[src/rtl/irq_vector_ctrl.sv]
// Interrupt/vector controller feeding the CPU's INT and entryPoint inputs.
// Issues a boot vector after reset, latches rising edges on the request
// lines, grants the lowest-numbered unmasked pending request and waits for
// the CPU's end-of-interrupt before arbitrating again.
module irq_vector_ctrl #(
  parameter int unsigned NIRQ       = 4,
  parameter logic [31:0] BOOT_VEC   = 32'd128,
  parameter logic [31:0] VEC_BASE   = 32'd256,
  parameter logic [31:0] VEC_STRIDE = 32'd16,
  localparam int unsigned IW        = (NIRQ > 1) ? $clog2(NIRQ) : 1
) (
  input  logic            clk,
  input  logic            rst,
  input  logic [NIRQ-1:0] irq,
  input  logic            mask_we,
  input  logic [NIRQ-1:0] mask_in,
  input  logic            eoi,
  output logic            INT,
  output logic [31:0]     entryPoint,
  output logic [IW-1:0]   active_id,
  output logic [NIRQ-1:0] pending,
  output logic            busy
);

  typedef enum logic [1:0] {
    BOOT    = 2'd0,
    IDLE    = 2'd1,
    SERVICE = 2'd2
  } state_t;

  state_t          state;
  state_t          state_next;

  logic [NIRQ-1:0] irq_q;
  logic [NIRQ-1:0] mask;
  logic [NIRQ-1:0] edges;
  logic [NIRQ-1:0] eligible;
  logic [NIRQ-1:0] grant_clear;
  logic            grant_valid;
  logic [IW-1:0]   grant_idx;
  logic [31:0]     grant_vec;

  logic            int_next;
  logic [31:0]     entry_next;
  logic [IW-1:0]   active_next;
  logic [NIRQ-1:0] pending_next;
  logic            busy_next;

  assign edges    = irq & ~irq_q;
  assign eligible = pending & ~mask;

  // The cycle right after any pulse (only possible after the boot pulse)
  // skips arbitration so INT can never be high two cycles in a row.
  assign grant_valid = (state == IDLE) && !INT && (|eligible);
  assign grant_vec   = VEC_BASE + (32'(grant_idx) * VEC_STRIDE);

  // Fixed priority: lowest eligible index wins, scanned from the top down.
  always_comb begin
    grant_idx = '0;
    for (int k = NIRQ - 1; k >= 0; k--) begin
      if (eligible[k]) begin
        grant_idx = IW'(k);
      end
    end
  end

  // State register; reset always returns to BOOT so a new boot pulse follows.
  always_ff @(posedge clk) begin
    if (rst) begin
      state <= BOOT;
    end else begin
      state <= state_next;
    end
  end

  // Next-state logic: BOOT lasts one cycle, a grant enters SERVICE, eoi leaves it.
  always_comb begin
    state_next = state;
    case (state)
      BOOT:    state_next = IDLE;
      IDLE:    state_next = grant_valid ? SERVICE : IDLE;
      SERVICE: state_next = eoi ? IDLE : SERVICE;
      default: state_next = BOOT;
    endcase
  end

  // Output logic: next values of the registered outputs for each state.
  always_comb begin
    int_next    = 1'b0;
    entry_next  = entryPoint;
    active_next = active_id;
    busy_next   = busy;
    grant_clear = '0;
    case (state)
      BOOT: begin
        int_next   = 1'b1;
        entry_next = BOOT_VEC;
        busy_next  = 1'b0;
      end
      IDLE: begin
        if (grant_valid) begin
          int_next    = 1'b1;
          entry_next  = grant_vec;
          active_next = grant_idx;
          busy_next   = 1'b1;
          grant_clear = NIRQ'(1) << grant_idx;
        end
      end
      SERVICE: begin
        if (eoi) begin
          busy_next = 1'b0;
        end
      end
      default: begin
        busy_next = 1'b0;
      end
    endcase
    pending_next = (pending & ~grant_clear) | edges;
  end

  // Registered outputs, edge-detect history and mask.
  always_ff @(posedge clk) begin
    if (rst) begin
      INT        <= 1'b0;
      entryPoint <= BOOT_VEC;
      active_id  <= '0;
      pending    <= '0;
      busy       <= 1'b0;
      mask       <= '0;
      irq_q      <= '0;
    end else begin
      INT        <= int_next;
      entryPoint <= entry_next;
      active_id  <= active_next;
      pending    <= pending_next;
      busy       <= busy_next;
      irq_q      <= irq;
      if (mask_we) begin
        mask <= mask_in;
      end
    end
  end

endmodule

[config.mk]
export PLATFORM = sky130hd
export DESIGN_NAME = irq_vector_ctrl
export DESIGN_NICKNAME = d
export VERILOG_FILES = /design/src/rtl/irq_vector_ctrl.sv
export SDC_FILE = /design/constraint.sdc
export NUM_CORES = 1
export LEC_CHECK = 0
export ABC_AREA = 0
export CAP_MARGIN = 0
export CORE_MARGIN = 1.5
export CORE_UTILIZATION = 36
export DETAILED_ROUTE_END_ITERATION = 10
export PLACE_DENSITY = 0.79
export SLEW_MARGIN = 20
export SYNTH_ARGS = -nofsm -noshare
export SYNTH_HDL_FRONTEND = slang
export SYNTH_SLANG_ARGS = --single-unit
export TNS_END_PERCENT = 1
[constraint.sdc]
create_clock -name clk -period 1.5 [get_ports clk]
set_clock_uncertainty 0.2 [all_clocks]
set_input_delay 0.15 -clock clk [delete_from_list [all_inputs] [get_ports clk]]
set_output_delay 0.15 -clock clk [all_outputs]
set_load 0.05 [all_outputs]
==> metrics.md, run 1 <==
| Metric | Value |
|---|---|
| CP Class | reg -> reg |
| Sequential-to-total area share from yosys stat | 40.2% |
| Area used by multi-input combinational logic | 551 um2 |
| Average size of a mapped cell | 9.29 um2 |
| Dpl cell area | 0.00151 mm2 |
| Number of vias per cell after detailed routing | 4.47 |
| Hold Vio Cnt, Final | 0 |
| Setup repair after global routing missed its margin | true |
| Hpwl dp | 1.73 mm |
| Initial DRC count | 22 |
| FP Rows | 19 |
| Min cycle time layout | 1.60 ns |
| Final worst hold slack | 0.205 ns |
| Combined global-route utilization of all metal layers | 14.7% |
| Height of the die | 58.2 um |
| Remaining routing DRC violations | 5 |
| Startpoint class of the critical path | flop |
| Placer congestion estimate | 0.827 |
| Cells after Synth | 118 |
| Number of endpoints failing setup at the final stage | 10 |
| TritonCTS sink count | 22 |
| Antenna Nets Post-Route | 0 |
| Fraction of final layout cells sized beyond drive strength 1 | 32.3% |
| Number of max-cap violations | 0 |
| Synth unique cells | 24 |
| Violated checks | DRC, setup timing |
| CORE AREA | 0.00283 mm2 |
| Required time at the worst-slack endpoint | 1.55 ns |
| Clock insertion delay at the later pin of the skew report | 0.31 ns |
| Antenna fix cells | 0 |
| Antenna violations before repair | 0 |
| Initial Utilization | 38.7% |
| Total Power Consumption | 0.00159 W |
| P_leak | 0.678 nW |
| Share of Yosys cell area claimed by the top area cell type | 40.2% |
| Post-Synthesis Cell Area | 0.00110 mm2 |
| Die Outline Area | 0.00338 mm2 |
| Slack of the critical path | -0.105 ns |
| Data arrival time of the worst path | 1.66 ns |
| Maximum fanout encountered on the critical timing path | 5 |
| H-tree lvl count | 1 |
| Horizontal die dimension | 58.2 um |
| Critical path endpoint category | flop |
| Post-layout net count | 169 |
| Number of I/O port buffers | 23 |
| Count of state elements after synthesis | 22 |
| Layout Utilization | 55.2% |
| Top cells by area, synth | sky130_fd_sc_hd__dfxtp_1 40%, sky130_fd_sc_hd__buf_4 19%, sky130_fd_sc_hd__nand2b_1 6.3%, sky130_fd_sc_hd__nor2b_1 5.7%, sky130_fd_sc_hd__a21oi_1 5.0% |
| Clock-pin slew on the worst setup and hold paths | 0.13 ns |
| CTS tree | built |
| Fill cells | 251 |
| Total gr overflow | 0 |
| PD cells | 1020 mW/mm2 |
| Number of synthesis warnings | 0 |
| Area Overhead vs Synth | 42.4% |
| First-pass iteration count of the detailed router | 9 |
| Fmax | 623 MHz |
| Number of buffers inserted during clock tree synthesis | 3 |
| Slew Limit Fails | 0 |
| Buffers from clock root to sink, at most | 2 |
| Class of the worst hold path | in -> reg |
| Pin count of the biggest net entering global routing | 23 |
| Peak VDD IR | 0.000601 V |
| Top cell type by total area after synthesis | sky130_fd_sc_hd__dfxtp_1 |
| CTS root buffer | sky130_fd_sc_hd__clkbuf_4 |
| Area of all placed cells without fillers | 0.00156 mm2 |
| Count of pins on the block boundary | 52 |
| Routed via count | 831 |
| First-pass GRT wire length | 3.68 mm |
| Share of the cycle needed by the critical path after routing | 107% |
| Number of global-route vias before repair | 799 |
| WL/cell | 12.0 um |
| Total wire length | 2.24 mm |
| Area taken by flip-flops and latches | 454 um2 |
| Result of the run | finished, violations left |
| Hold buffers post-CTS | 0 |
==> cells by family after synthesis <==
family                 share of synthesized area [%]
AOI/OAI and AO/OA                               13.6
buffers and inverters                           22.6
DFF                                             40.2
muxes                                           4.57
other                                          0.342
and+or+nand+nor                                 18.7
==> cells in the mapped netlist <==
| master | count |
|---|---|
| sky130_fd_sc_hd__o2111ai_1 | 1 |
| sky130_fd_sc_hd__or3_1 | 1 |
| sky130_fd_sc_hd__buf_1 | 1 |
| sky130_fd_sc_hd__o22ai_2 | 1 |
| sky130_fd_sc_hd__a31oi_1 | 1 |
| sky130_fd_sc_hd__nor2b_1 | 10 |
| sky130_fd_sc_hd__buf_6 | 2 |
| sky130_fd_sc_hd__mux2i_1 | 5 |
| sky130_fd_sc_hd__nor2_1 | 6 |
| sky130_fd_sc_hd__a21oi_1 | 11 |
| sky130_fd_sc_hd__nand4_1 | 1 |
| sky130_fd_sc_hd__nand2b_1 | 11 |
| sky130_fd_sc_hd__o21ai_0 | 3 |
| sky130_fd_sc_hd__conb_1 | 1 |
| sky130_fd_sc_hd__o31ai_1 | 2 |
| sky130_fd_sc_hd__o41ai_4 | 1 |
| sky130_fd_sc_hd__a221oi_1 | 1 |
| sky130_fd_sc_hd__nand2_1 | 4 |
| sky130_fd_sc_hd__dfxtp_1 | 22 |
| sky130_fd_sc_hd__nor3b_4 | 1 |
| sky130_fd_sc_hd__nand3_1 | 1 |
| sky130_fd_sc_hd__buf_4 | 28 |
| sky130_fd_sc_hd__inv_1 | 1 |
| sky130_fd_sc_hd__clkbuf_1 | 2 |
==> layout by cell type, fill, tap and decap left out <==
cell type / count
sky130_fd_sc_hd__conb_1: 28
sky130_fd_sc_hd__buf_4: 16
sky130_fd_sc_hd__dfxtp_1: 15
sky130_fd_sc_hd__buf_12: 13
sky130_fd_sc_hd__nand2b_1: 11
sky130_fd_sc_hd__clkdlybuf4s50_1: 11
sky130_fd_sc_hd__a21oi_1: 10
sky130_fd_sc_hd__nor2_1: 6
sky130_fd_sc_hd__nor2b_1: 6
sky130_fd_sc_hd__dfxtp_2: 5
sky130_fd_sc_hd__mux2i_1: 5
sky130_fd_sc_hd__nor2b_4: 3
sky130_fd_sc_hd__o21ai_0: 3
sky130_fd_sc_hd__nand2_1: 3
sky130_fd_sc_hd__clkbuf_4: 3
sky130_fd_sc_hd__dfxtp_4: 2
sky130_fd_sc_hd__nor2b_2: 1
sky130_fd_sc_hd__nor3b_4: 1
sky130_fd_sc_hd__o41ai_4: 1
sky130_fd_sc_hd__o2111ai_1: 1
sky130_fd_sc_hd__nand3_1: 1
sky130_fd_sc_hd__a31oi_1: 1
sky130_fd_sc_hd__or3_4: 1
sky130_fd_sc_hd__a21oi_2: 1
sky130_fd_sc_hd__o22ai_2: 1
sky130_fd_sc_hd__nand4_1: 1
sky130_fd_sc_hd__inv_1: 1
sky130_fd_sc_hd__o31ai_2: 1
sky130_fd_sc_hd__a221oi_1: 1
sky130_fd_sc_hd__nand2_2: 1
sky130_fd_sc_hd__o31ai_1: 1
==> repair_timing <==
action,4_1_cts,5_1_grt
buffers inserted,1,0
endpoints found under the setup margin,10,12
pin swaps,4,3
resized for setup,5,1
==> routing by layer <==
layer | global-route usage, % | routed length, um
met5 | 0 | 0
met4 | 9.97 | 47
met3 | 2.23 | 125
met2 | 25.2 | 1140
met1 | 16.7 | 921
==> layout make-up <==
| class | instances | area share, % |
|---|---|---|
| Multi-Input combinational cell | 89 | 35.3 |
| Timing Repair Buffer | 40 | 31.4 |
| Sequential cell | 22 | 29.1 |
| Tap cell | 31 | 2.49 |
| Clock buffer | 3 | 1.44 |
| Inverter | 1 | 0.241 |
==> where the power goes <==
group	switching [W]	internal, W
logic	0.000388	0.000255
clock network	0.000181	0.0000939
registers	0.0000370	0.000632
total	0.000606	0.000981
==> sequential cells by signal, indices dropped and copies added (netlist names) <==
name        count
active_id       2
state           2
pending         4
irq_q           4
mask            4
entryPoint      4
INT             1
busy            1
==> through the flow <==
step / setup slack (ns) / setup TNS, ns / instances
after CTS: -0.0845 / -0.500 / 186
final: -0.105 / -0.615 / 186
after detailed placement: -0.0733 / -0.334 / 182
after global routing: -0.171 / -1.29 / 186
after floorplan: -0.160 / -0.914 / 145
after global placement: -0.0355 / -0.0960 / 182
==> critical path, cell delays in order (launching register included) <==
cell and delay (ns):
sky130_fd_sc_hd__dfxtp_2 0.34, sky130_fd_sc_hd__nor2b_4 0.13, sky130_fd_sc_hd__o41ai_4 0.49, sky130_fd_sc_hd__buf_4 0.22, sky130_fd_sc_hd__nand2b_1 0.06, sky130_fd_sc_hd__a21oi_1 0.11
==> final timing paths <==
check / startpoint / end / slack, ns / cells after the start
min: irq[2] / irq_q[2] / 0.20 / 2
max reg2reg: pending[3] / state[0] / -0.10 / 5
min reg2reg: irq_q[1] / pending[1] / 0.30 / 2
max: pending[3] / state[0] / -0.10 / 5
Note: power is estimated with default switching activity, not from simulation.
==> inputs of run 2 (changes only) <==
--- a/config.mk
+++ b/config.mk
@@ -8,9 +8,9 @@
 export ABC_AREA = 0
 export CAP_MARGIN = 0
 export CORE_MARGIN = 1.5
-export CORE_UTILIZATION = 36
+export CORE_UTILIZATION = 40
 export DETAILED_ROUTE_END_ITERATION = 10
-export PLACE_DENSITY = 0.79
+export PLACE_DENSITY = 0.83
 export SLEW_MARGIN = 20
 export SYNTH_ARGS = -nofsm -noshare
 export SYNTH_HDL_FRONTEND = slang
==> constraint.sdc (replaced) <==
create_clock -name clk -period 1.55 [get_ports clk]
set_clock_uncertainty 0.2 [all_clocks]
set_input_delay 0.155 -clock clk [delete_from_list [all_inputs] [get_ports clk]]
set_output_delay 0.155 -clock clk [all_outputs]
set_load 0.05 [all_outputs]
==> run 2 against run 1 <==
Effect of this change: highest routed layer unchanged; the flow finishes with violations (setup timing); critical endpoint is now INT; first-iteration DRC count down 86%; via count is 2.3% higher; register-to-register slack improved by 0.03 ns.
==> metrics.md, run 2 (synthesis gave the netlist of run 1 again) <==
| Metric | Value |
|---|---|
| Result of the run | finished, violations left |
| Violated checks | setup timing |
| Clock insertion delay at the later pin of the skew report | 0.30 ns |
| Share of the cycle needed by the critical path after routing | 105% |
| Fraction of final layout cells sized beyond drive strength 1 | 36.5% |
| Data arrival time of the worst path | 1.62 ns |
| WL/cell | 11.4 um |
| Setup repair after global routing missed its margin | true |
| CP Class | reg -> reg |
| Hpwl dp | 1.70 mm |
| Antenna Nets Post-Route | 0 |
| First-pass GRT wire length | 3.50 mm |
| Maximum fanout encountered on the critical timing path | 5 |
| Clock-pin slew on the worst setup and hold paths | 0.11 ns |
| Slew Limit Fails | 0 |
| Area of all placed cells without fillers | 0.00160 mm2 |
| Most frequent cells in the layout | 28 x sky130_fd_sc_hd__conb_1, 19 x sky130_fd_sc_hd__buf_4, 14 x sky130_fd_sc_hd__dfxtp_1, 12 x sky130_fd_sc_hd__buf_12 |
| Antenna violations before repair | 0 |
| H-tree lvl count | 1 |
| Number of max-cap violations | 0 |
| Startpoint class of the critical path | flop |
| Number of vias per cell after detailed routing | 4.50 |
| Final worst hold slack | 0.229 ns |
| Commonest non-fill, non-tap cell in the layout | sky130_fd_sc_hd__conb_1 |
| CORE AREA | 0.00254 mm2 |
| Remaining routing DRC violations | 0 |
| Number of endpoints failing setup at the final stage | 6 |
| Worst Setup SP | pending[0] |
| Class of the worst hold path | in -> reg |
| Horizontal die dimension | 55.3 um |
| Setup TNS | -0.272 ns |
| Initial Utilization | 43.1% |
| Height of the die | 55.3 um |
| Post-layout net count | 172 |
| Number of global-route vias before repair | 787 |
| Total wire length | 2.16 mm |
| Hold Vio Cnt, Final | 0 |
| Min cycle time layout | 1.62 ns |
| Number of buffers inserted during clock tree synthesis | 3 |
| CTS tree | built |
| FP Rows | 18 |
| Antenna fix cells | 0 |
| CTS root buffer | sky130_fd_sc_hd__clkbuf_4 |
| Count of pins on the block boundary | 52 |
| Origin of the critical flop-to-flop path | pending[0] |
| P_leak | 0.697 nW |
| Slack of the critical path | -0.0721 ns |
| Peak VDD IR | 0.000668 V |
| Buffers from clock root to sink, at most | 2 |
| Initial DRC count | 3 |
| Placer congestion estimate | 0.818 |
| PD cells | 993 mW/mm2 |
| Hold buffers post-CTS | 0 |
| Fill cells | 211 |
| Pin count of the biggest net entering global routing | 13 |
| Required time at the worst-slack endpoint | 1.55 ns |
| Area Overhead vs Synth | 46.1% |
| Routed via count | 850 |
| First-pass iteration count of the detailed router | 4 |
| TritonCTS sink count | 22 |
| Hold path startpoint | irq[1] |
| Die Outline Area | 0.00306 mm2 |
| Critical path endpoint category | flop |
| Combined global-route utilization of all metal layers | 14.1% |
| Dpl cell area | 0.00150 mm2 |
| Number of I/O port buffers | 23 |
| Total gr overflow | 0 |
| Fmax | 616 MHz |
[run 2: metrics by stage]
step           worst slack, ns  cells  util (%)  total power, W
6_report               -0.0721    189      62.9         0.00159
5_1_grt                 -0.126    189      62.9         0.00165
4_1_cts                -0.0310    189      61.9         0.00158
3_5_place_dp           -0.0777    181      58.8         0.00126
3_3_place_gp            0.0163    181      58.8         0.00125
2_1_floorplan           -0.110    145         -         0.00109
[run 2: per-layer routing]
metal / global-route usage [%] / part of all wire [%]
met4: 7.32 / 1.4
met3: 2.81 / 4.4
met2: 23.6 / 52
met1: 16.9 / 42
met5: 0 / 0
[run 2: final cells by class]
cell class                      count  area, um2  share of cell area [%]
Multi-Input combinational cell     89        564                    35.2
Sequential cell                    22        455                    28.4
Timing Repair Buffer               43        504                    31.5
Tap cell                           30       37.5                    2.34
Inverter                            1       3.75                   0.234
Clock buffer                        4       36.3                    2.27
[run 2: worst paths after layout]
path | cells after the start | slack (ns) | end
max | 5 | -0.07 | INT
min | 3 | 0.23 | pending[1]
max reg2reg | 5 | -0.07 | INT
min reg2reg | 2 | 0.29 | pending[1]
[run 2: timing repair]
| action | in CTS | in global routing |
|---|---|---|
| endpoints found under the hold margin | 0 | 0 |
| endpoints found under the setup margin | 7 | 10 |
| pin swaps | 4 | 4 |
| gates cloned | 0 | 0 |
| resized for setup | 4 | 7 |
| setup buffers | 4 | 0 |
[run 2: where the power goes]
part           switching, W  internal (W)  total, W
clock              0.000161      0.000143  0.000304
combinational      0.000380      0.000256  0.000637
sequential        0.0000368      0.000612  0.000649
total              0.000578       0.00101   0.00159
[run 2: worst max-delay path, cell delays in order (launching register included)]
cell	delay, ns
sky130_fd_sc_hd__dfxtp_4	0.36
sky130_fd_sc_hd__nor2b_4	0.13
sky130_fd_sc_hd__o41ai_4	0.47
sky130_fd_sc_hd__buf_4	0.19
sky130_fd_sc_hd__a21oi_2	0.05
sky130_fd_sc_hd__nor2b_1	0.12
